<file path="src/rtl/ussub_ctrl_pkg.sv">
// Shared types and helpers for the uSSUB stream controller.
// Sequencer states, default sizing and the stream bit-reversal helper.
package ussub_ctrl_pkg;

  localparam int unsigned DEF_BW      = 8;
  localparam int unsigned DEF_SUB_LAT = 2;
  localparam int unsigned N           = 1 << DEF_BW;

  typedef enum logic [1:0] {
    ST_IDLE  = 2'd0,
    ST_RUN   = 2'd1,
    ST_DRAIN = 2'd2,
    ST_DONE  = 2'd3
  } state_t;

  // Reverse the low w bits of v; upper bits of the result are zero.
  function automatic logic [31:0] bitrev(input logic [31:0] v, input int unsigned w);
    logic [31:0] r;
    r = '0;
    for (int unsigned i = 0; i < w; i++) begin
      r[i] = v[w-1-i];
    end
    return r;
  endfunction

endpackage

</file>
<file path="src/rtl/ussub.sv">
// Unary scaled subtractor: emits ones at rate (a + (1-b))/2 using a 1-bit residue.
// Residue is only cleared by reset, so rounding carries between jobs.
module ussub #(
  parameter int unsigned SUB_LAT = 2
) (
  input  logic iClk,
  input  logic iRstN,
  input  logic iA,
  input  logic iB,
  output logic oC
);

  logic [SUB_LAT-2:0] a_sr;
  logic [SUB_LAT-2:0] nb_sr;
  logic               acc_q;
  logic [1:0]         sum;

  assign sum = {1'b0, acc_q} + {1'b0, a_sr[SUB_LAT-2]} + {1'b0, nb_sr[SUB_LAT-2]};

  always_ff @(posedge iClk or negedge iRstN) begin
    if (!iRstN) begin
      a_sr  <= '0;
      nb_sr <= '0;
      acc_q <= 1'b0;
      oC    <= 1'b0;
    end else begin
      a_sr[0]  <= iA;
      nb_sr[0] <= ~iB;
      for (int unsigned i = 1; i < SUB_LAT - 1; i++) begin
        a_sr[i]  <= a_sr[i-1];
        nb_sr[i] <= nb_sr[i-1];
      end
      oC    <= sum[1];
      acc_q <= sum[0];
    end
  end

endmodule

</file>
<file path="src/rtl/ussub_bitgen.sv">
// Stream position counter and unary bit generators for both operands.
// B uses the bit-reversed position so the two streams stay decorrelated.
module ussub_bitgen
  import ussub_ctrl_pkg::*;
#(
  parameter int unsigned BW = 8
) (
  input  logic          iClk,
  input  logic          iRstN,
  input  logic          en,
  input  logic          clr,
  input  logic [BW-1:0] a_q,
  input  logic [BW-1:0] b_q,
  output logic          bitA,
  output logic          bitB,
  output logic          last
);

  logic [BW-1:0] cnt_q;

  always_ff @(posedge iClk or negedge iRstN) begin
    if (!iRstN) begin
      cnt_q <= '0;
    end else if (clr) begin
      cnt_q <= '0;
    end else if (en) begin
      cnt_q <= cnt_q + BW'(1);
    end
  end

  assign bitA = (a_q > cnt_q);
  assign bitB = (32'(b_q) > bitrev(32'(cnt_q), BW));
  assign last = (cnt_q == '1);

endmodule

</file>
<file path="src/rtl/ussub_stream_ctrl.sv">
// Job sequencer for one uSSUB: runs 2^BW-cycle unary streams and counts output ones.
// One job in flight; result held in DONE until consumed.
module ussub_stream_ctrl
  import ussub_ctrl_pkg::*;
#(
  parameter int unsigned BW      = 8,
  parameter int unsigned SUB_LAT = 2
) (
  input  logic          iClk,
  input  logic          iRstN,
  input  logic          iValid,
  output logic          oReady,
  input  logic [BW-1:0] iA,
  input  logic [BW-1:0] iB,
  input  logic          iAbort,
  output logic          oValid,
  input  logic          iReady,
  output logic [BW:0]   oRes,
  output logic          oBusy
);

  localparam int unsigned DW = (SUB_LAT < 2) ? 1 : $clog2(SUB_LAT);

  state_t        st_q, st_d;
  logic          accept;
  logic [BW-1:0] a_q, b_q;
  logic [BW:0]   ones_q;
  logic [DW-1:0] dcnt_q;
  logic          run, counting;
  logic          bit_a, bit_b, last;
  logic          sub_a, sub_b, sub_c;

  always_ff @(posedge iClk or negedge iRstN) begin
    if (!iRstN) st_q <= ST_IDLE;
    else        st_q <= st_d;
  end

  // Abort outranks accept and consume in the same cycle.
  always_comb begin
    st_d   = st_q;
    accept = 1'b0;
    if (iAbort) begin
      st_d = ST_IDLE;
    end else begin
      unique case (st_q)
        ST_IDLE: if (iValid) begin
          st_d   = ST_RUN;
          accept = 1'b1;
        end
        ST_RUN:   if (last) st_d = ST_DRAIN;
        ST_DRAIN: if (dcnt_q == DW'(SUB_LAT - 1)) st_d = ST_DONE;
        ST_DONE:  if (iReady) st_d = ST_IDLE;
        default:  st_d = ST_IDLE;
      endcase
    end
  end

  assign run      = (st_q == ST_RUN);
  assign counting = run || (st_q == ST_DRAIN);
  assign oReady   = (st_q == ST_IDLE);
  assign oValid   = (st_q == ST_DONE);
  assign oBusy    = counting;
  assign oRes     = ones_q;

  always_ff @(posedge iClk or negedge iRstN) begin
    if (!iRstN) begin
      a_q    <= '0;
      b_q    <= '0;
      ones_q <= '0;
      dcnt_q <= '0;
    end else begin
      if (accept) begin
        a_q <= iA;
        b_q <= iB;
      end
      if (iAbort || accept)             ones_q <= '0;
      else if (counting && sub_c)       ones_q <= ones_q + (BW+1)'(1);
      if (!iAbort && st_q == ST_DRAIN)  dcnt_q <= dcnt_q + DW'(1);
      else                              dcnt_q <= '0;
    end
  end

  ussub_bitgen #(.BW(BW)) u_bitgen (
    .iClk  (iClk),
    .iRstN (iRstN),
    .en    (run),
    .clr   (accept | iAbort),
    .a_q   (a_q),
    .b_q   (b_q),
    .bitA  (bit_a),
    .bitB  (bit_b),
    .last  (last)
  );

  // Outside RUN the subtractor sees A=0, B=1, which adds no ones.
  assign sub_a = run ? bit_a : 1'b0;
  assign sub_b = run ? bit_b : 1'b1;

  ussub #(.SUB_LAT(SUB_LAT)) u_ussub (
    .iClk  (iClk),
    .iRstN (iRstN),
    .iA    (sub_a),
    .iB    (sub_b),
    .oC    (sub_c)
  );

endmodule
</file>
<file path="config.mk">
export PLATFORM = sky130hd
export DESIGN_NAME = ussub_stream_ctrl
export DESIGN_NICKNAME = d
export VERILOG_FILES = /design/src/rtl/ussub_ctrl_pkg.sv /design/src/rtl/ussub.sv /design/src/rtl/ussub_bitgen.sv /design/src/rtl/ussub_stream_ctrl.sv
export SDC_FILE = /design/constraint.sdc
export NUM_CORES = 1
export LEC_CHECK = 0
export CAP_MARGIN = 10
export CORE_UTILIZATION = 50
export CTS_BUF_LIST = sky130_fd_sc_hd__clkbuf_16
export DETAILED_ROUTE_END_ITERATION = 10
export PLACE_DENSITY = 0.77
export SLEW_MARGIN = 20
export SYNTH_ARGS = -nofsm -noshare
export SYNTH_HDL_FRONTEND = slang
export SYNTH_SLANG_ARGS = --single-unit
export TNS_END_PERCENT = 50
</file>
<file path="constraint.sdc">
create_clock -name iClk -period 3.4 [get_ports iClk]
set_input_delay 0.68 -clock iClk [delete_from_list [all_inputs] [get_ports iClk]]
set_output_delay 0.68 -clock iClk [all_outputs]
set_load 0.1 [all_outputs]
</file>
==> key figures, run 1 <==
CTS
  – H-tree depth: 2
  – Cts hold-fix bufs: 0
  – CTS tree: done
  – Sink Count: 40
  – Worst-path clk slew: around 0.060 ns
  – Skew-Pair Late Insertion Delay: roughly 0.28 ns
  – Postcts setup bufs: 0
  – # resized after CTS: 0
  – Maximum buffer depth of the clock tree: 2
  – CTS Buf Count: 5
  – Root buffer cell: clkbuf_16

Detailed routing
  – Drt first-iter violations: 64
  – ANT nets after route: 0
  – Vias/cell: about 5.4
  – DR WL/cell: about 13 µm
  – TritonRoute pass-1 iters: 4
  – Final WL: around 3700 µm
  – Vias: approximately 1500
  – DRC Markers: 0

Synth
  – Synth top area share: 46.8%
  – Mapped Area: ~2100 µm²
  – Top FF cell, synth: dfrtp_1
  – Syn Area/Cell: 11.0 µm²
  – Syn. warnings: 0
  – Syn Nets: ~240
  – FF+latch count, synth: 40
  – Largest area contributor in the netlist: dfrtp_1
  – Synth async-reset ratio: 100%
  – Ranking of synthesized cells by area: dfrtp_1, ha_1, mux2_1, xnor2_1, nor2_1
  – Seq/Total Area, Yosys: about 47%
  – Post-synthesis instance total: 194
  – EDFF count, synth: 0
  – Library cells used by synthesis: 36

Power
  – PwrDens: 768 nW/µm²
  – Clock power share: 26.0%
  – Worst vdd ir: about 0.00032 V
  – Leak pwr: 1.16 nW
  – Seq pwr share: between 30% and 40%
  – Logic gate share of total power: 39.1%
  – Pint: 1.27 mW
  – Switch share: a little under two fifths
  – Tot Pwr: 2.03 mW
  – Net Switching: about 0.75 mW

Final layout
  – Core Util, Final: around two thirds
  – Commonest non-fill, non-tap cell in the layout: dfrtp_1
  – Fraction of layout instances using a drive strength above 1: a little under an eighth
  – Nets@finish: around 270
  – Most frequent cells in the layout: dfrtp_1, ha_1, clkdlybuf4s50_1, nor2_1
  – Diode count: 0
  – Area delta synth->final: 23.4%
  – Final-layout fill cell count: roughly 330
  – Cell Count, Final, Fillers Out: 280

Timing
  – Period utilisation layout: around 72%
  – Fin Clk Skew: just over 0.007 ns
  – Final Slew Violations: 0
  – Fmax: 407 MHz
  – Max-slew headroom: between 30% and 40%
  – Final hold vios: 0
  – Setup_tns: 0 ns
  – Worst Slack Setup Final: 0.942 ns
  – Final setup violation count: 0
  – Slew @ Worst Pin: 0.967 ns
  – RSZ-0062 raised after global routing: no
  – Period minus WS final: ~2.5 ns

Worst hold path
  – HP Class: reg2reg

Die
  – Total core area: ~4100 µm²
  – Cell Rows: 23
  – Die X: about 67 µm
  – Die Footprint: ~4500 µm²
  – Die Ht: roughly 67 µm
  – Initial Util: ~53%
  – I/O Pins: 33

Worst setup path
  – CP required: around 2.7 ns
  – Top Family by Delay on Critical Path: buffers and inverters
  – R2r setup slk: about 1.4 ns
  – Critical path, cell by cell: clkdlybuf4s50_1
  – Crit path DAT: about 1.8 ns
  – Worst path depth: 1
  – Slowest stage delay, CP: between 1 and 1.5 ns
  – Worst path slowest cell: clkdlybuf4s50_1
  – Crit path kind: reg2out
  – Worst Setup EP: oRes[8]
  – Critical path launch point: oRes[8]$_DFFE_PN0P_
  – Buf/Inv on CP: 1
  – CP endpoint kind: output pin
  – CP startpoint kind: register
  – R2R depth: 4
  – CP max FO: 2
  – Crit Reg-Reg Startpoint: st_q[0]$_DFFE_PN0P_
  – Reg2reg end: a_q[3]$_DFFE_PN0P_

Global route
  – Largest net degree at the start of global routing: a little over 40
  – Antenna violations before repair: 0
  – Total track usage: around a fifth
  – GR Overflow Total: 0
  – Number of global-route vias before repair: between 1000 and 1500
  – First-pass GRT wire length: about 6500 µm

Run
  – Max-Cap Viols: 0

Status
  – Status: complete, no violations

Placed design
  – Dpl cells: approximately 270
  – Final GP Congestion: around 0.8
  – IO buf count: 32
  – Place WS: slightly above 0.8 ns
  – DP Wirelength: about 2700 µm
[power groups by stage]
stage	Combinational (mW)	Sequential (mW)	Clock, mW
2_1_floorplan	0.632	0.697	0
5_1_grt	0.895	0.726	0.560
3_3_place_gp	0.776	0.713	0
3_5_place_dp	0.795	0.717	0
6_report	0.792	0.706	0.527
4_1_cts	0.805	0.710	0.541
[worst min path at each step]
stage | startpoint | to | slack, ns | depth (start not counted)
after floorplan | iRstN | a_q[0]$_DFFE_PN0P_ | 0.38 | 0
after global placement | dcnt_q$_DFF_PN0_ | dcnt_q$_DFF_PN0_ | 0.42 | 1
after detailed placement | dcnt_q$_DFF_PN0_ | dcnt_q$_DFF_PN0_ | 0.42 | 1
after CTS | dcnt_q$_DFF_PN0_ | dcnt_q$_DFF_PN0_ | 0.43 | 1
after global routing | dcnt_q$_DFF_PN0_ | dcnt_q$_DFF_PN0_ | 0.43 | 1
final | dcnt_q$_DFF_PN0_ | dcnt_q$_DFF_PN0_ | 0.43 | 1
[layout make-up]
cell class              instances  area (µm²)  area share [%]
multi-input cells             133        1050            40.0
clock buffers                   5         125            4.74
flip-flops and latches         40        1000            38.0
clock inverters                 3        42.5            1.61
well taps                      50        62.6            2.37
repair buffers                 32         288            10.9
inverters                      17        63.8            2.42
[Yosys cell counts, types with 2 or more instances]
master    number
or3_1          3
nor2_1        18
clkbuf_1       2
o21ai_0        2
nand2_1        8
nand3_1        5
dfrtp_1       40
xor2_1         5
buf_2          2
mux2_2         3
xnor2_1        8
ha_1          22
o211ai_1       2
inv_1         14
a21oi_1       10
nand4_1        8
nor3_1         3
o21ai_1        4
inv_2          2
mux2i_1        2
o21a_1         2
mux2_1        14
nand2b_1       2
[through the flow]
step,hold WS (ns),instance area [µm²]
6_report,0.427,2640
5_1_grt,0.434,2640
4_1_cts,0.429,2640
3_5_place_dp,0.420,2470
3_3_place_gp,0.418,2470
2_1_floorplan,0.384,2140
[kinds of logic after synthesis]
group / synth area share, %
XOR/XNOR: 5.33
AND/OR/NAND/NOR: 12.8
adder cells (fa/ha/maj): 13.8
flip-flops: 46.8
buffers and inverters: 3.81
multiplexers: 9.89
AO/OA/AOI/OAI: 7.49
[flip-flops by register name, summed over array words and instances (netlist names)]
name and count:
u_bitgen.cnt_q 8, a_q 8, u_ussub.acc_q 1, oRes 9
u_ussub.oC 1, b_q 8, dcnt_q 1, st_q 2
u_ussub.a_sr 1, u_ussub.nb_sr 1
[layer usage]
layer  wire [µm]  track usage, %  part of all wire [%]  vias up
met2        1870            32.1                    50       20
met1        1660            24.1                    44      728
met5           0               0                     0        -
met4          81            9.57                   2.2        0
li1            -               -                     -      744
met3         135            5.57                   3.6        7
No activity file was read; power rests on OpenSTA's default activity.
==> inputs of run 2 (changes only) <==
==> constraint.sdc (replaced) <==
create_clock -name iClk -period 2.4 [get_ports iClk]
set_input_delay 0.48 -clock iClk [delete_from_list [all_inputs] [get_ports iClk]]
set_output_delay 0.48 -clock iClk [all_outputs]
set_load 0.1 [all_outputs]
==> run 2 against run 1 <==
Net effect:
- clock-buffer cell count did not move
- combinational power rose by 50%
- final area fell by 0.33%
- die area did not move
- largest cell class unchanged
- critical path depth rose by 4
- clock power rose by 19%
==> key figures, run 2 (synthesis gave the netlist of run 1 again) <==
Final layout
  – Area delta synth->final: 23.0%
  – Commonest non-fill, non-tap cell in the layout: dfrtp_1
  – Register area: 1000 µm² (unchanged)
  – Area occupied by multi-input gates: 1060 µm² (+0.24%)
  – Most frequent cells in the layout: dfrtp_1, ha_1, clkdlybuf4s50_1, nor2_1
  – Max reg flops: 9 (unchanged)
  – Nets@finish: 274 (+0.37%)
  – Diode count: 0 (unchanged)
  – Final-layout fill cell count: 327 (-1.8%)
  – Fraction of layout instances using a drive strength above 1: 13.0% (+1.2 points)

CTS
  – Sink Count: 40 (unchanged)
  – Maximum buffer depth of the clock tree: 2 (unchanged)
  – Postcts setup bufs: 0 (unchanged)
  – Root buffer cell: clkbuf_16
  – CTS Buf Count: 5 (unchanged)
  – Cts hold-fix bufs: 0 (unchanged)
  – Skew-Pair Late Insertion Delay: 0.28 ns (about the same)
  – H-tree depth: 2 (unchanged)
  – CTS tree: done
  – Worst-path clk slew: 0.06 ns (about the same)
  – # resized after CTS: 0 (unchanged)

Placed design
  – IO buf count: 32 (unchanged)
  – Final GP Congestion: 0.782 (-2.8%)
  – DP Wirelength: 2680 µm (-1.9%)
  – Place WS: 0.473 ns (-0.338 ns)

Worst hold path
  – HP Class: in2async

Detailed routing
  – Drt first-iter violations: 54 (-16%)
  – TritonRoute pass-1 iters: 4 (unchanged)
  – DR WL/cell: 13.5 µm (+0.95%)
  – DRC Markers: 0 (unchanged)
  – ANT nets after route: 0 (unchanged)
  – Vias: 1471 (-1.9%)
  – Vias/cell: 5.23 (-2.2%)
  – Final WL: 3800 µm (+1.3%)

Status
  – Status: complete, no violations

Worst setup path
  – Crit Reg-Reg Startpoint: u_bitgen.cnt_q[0]$_DFFE_PN0P_
  – Critical path, cell by cell: ha_1 > nand3_1 > or4_4 > a221oi_4 > mux2_1
  – CP startpoint kind: register
  – Slowest stage delay, CP: 0.43 ns (-0.71 ns)
  – CP required: 2.56 ns (-0.16 ns)
  – CP endpoint kind: register
  – Reg2reg end: st_q[0]$_DFFE_PN0P_
  – Worst path slowest cell: or4_4
  – Top Family by Delay on Critical Path: simple AND/OR/NAND/NOR gates
  – Crit path DAT: 2.08 ns (+0.30 ns)
  – Crit path kind: reg2reg
  – CP max FO: 5 (+3)
  – Buf/Inv on CP: 0 (-1)
  – R2R depth: 5 (+1)
  – R2r setup slk: 0.48 ns (-0.92 ns)

Die
  – I/O Pins: 33 (unchanged)
  – Cell Rows: 23 (unchanged)
  – Die X: 67.4 µm (unchanged)
  – Initial Util: 52.7% (unchanged)
  – Die Ht: 67.4 µm (unchanged)
  – Total core area: 4060 µm² (unchanged)
  – Die Footprint: 4540 µm² (unchanged)

Timing
  – Final setup violation count: 0 (unchanged)
  – Worst Slack Setup Final: 0.476 ns (-0.466 ns)
  – Final Slew Violations: 0 (unchanged)
  – Fmax: 520 MHz
  – RSZ-0062 raised after global routing: no
  – Setup_tns: 0 ns (unchanged)
  – Fin Clk Skew: 0.00446 ns (-0.00270 ns)
  – Max-slew headroom: 40.8% (+5.5 points)
  – Period minus WS final: approximately 1.9 ns
  – Final hold vios: 0 (unchanged)
  – Period utilisation layout: between 80% and 90%
  – Slew @ Worst Pin: 0.888 ns (-0.0791 ns)

Run
  – Max-Cap Viols: 0 (unchanged)

Global route
  – Largest net degree at the start of global routing: 41 (unchanged)
  – GR Util met1: 24.5% (+0.38 points)
  – First-pass GRT wire length: 6270 µm (-3.2%)
  – Total track usage: 18.9% (-0.95 points)
  – GRT busiest layer: met2
  – GR Util met3: 5.07% (-0.51 points)
  – Number of global-route vias before repair: 1395 (-5.8%)
  – GR Overflow Total: 0 (unchanged)
  – Antenna violations before repair: 0 (unchanged)
  – Met2 Use GR: 30.6% (-1.5 points)

Power
  – PwrDens: 1070 nW/µm² (+40%)
  – Worst vdd ir: 0.000545 V (+69%)
  – Leak pwr: 1.15 nW (-0.11%)
==> run 2: cell count changes in the layout (fill, tap and decap cells not counted), sizes merged <==
| cell | before | now |
|---|---|---|
| clkinv | 3 | 4 |
| buf | 12 | 14 |
| clkdlybuf4s50 | 20 | 19 |
| bufinv | 1 | 0 |
==> run 2: cell type report <==
type | count | area share [%]
inverters | 17 | 2.43
repair buffers | 33 | 11.6
multi-input cells | 133 | 40.2
well taps | 50 | 2.38
clock buffers | 5 | 4.76
clock inverters | 3 | 0.524
flip-flops and latches | 40 | 38.1
==> run 2: power breakdown <==
part,total (mW),internal (mW),switching [mW],leakage [nW]
logic,1.19,0.499,0.696,0.565
clock network,0.625,0.377,0.248,0.0710
registers,1.00,0.869,0.133,0.518
total,2.82,1.75,1.08,1.15
==> run 2: how the worst max path moves through the flow <==
stage	endpoint	startpoint	depth (start not counted)
after floorplan	oRes[8]$_DFFE_PN0P_	oRes[0]$_DFFE_PN0P_	5
after global placement	b_q[5]$_DFFE_PN0P_	iAbort	4
after detailed placement	st_q[0]$_DFFE_PN0P_	u_bitgen.cnt_q[0]$_DFFE_PN0P_	5
after CTS	st_q[0]$_DFFE_PN0P_	u_bitgen.cnt_q[0]$_DFFE_PN0P_	5
after global routing	u_bitgen.cnt_q[7]$_DFFE_PN0P_	st_q[1]$_DFFE_PN0P_	6
final	st_q[0]$_DFFE_PN0P_	u_bitgen.cnt_q[0]$_DFFE_PN0P_	5
==> run 2: routing by layer <==
metal  vias to the layer above  part of all wire, %  routed length (µm)
met5                         -                    0                   0
met4                         0                 0.74                  28
met3                         2                  2.7                 104
met2                        18                   48                1830
met1                       706                   48                1830
li1                        745                    -                   -
==> run 2: per-stage QoR <==
step / instance area, µm² / std cells / util [%] / hold WS (ns) / power [mW]
finish: 2630 / 281 / 64.8 / 0.329 / 2.82
floorplan: 2140 / 194 / - / 0.184 / 1.90
global placement: 2490 / 273 / 61.4 / 0.422 / 2.17
global route: 2630 / 281 / 64.8 / 0.403 / 3.02
detailed placement: 2490 / 273 / 61.4 / 0.428 / 2.20
CTS: 2630 / 281 / 64.8 / 0.362 / 2.85
==> run 2: worst register-to-register path, stage by stage (launching register included) <==
cell      delay (ns)
dfrtp_1         0.42
ha_1            0.25
nand3_1         0.09
or4_4           0.43
a221oi_4        0.27
mux2_1          0.35
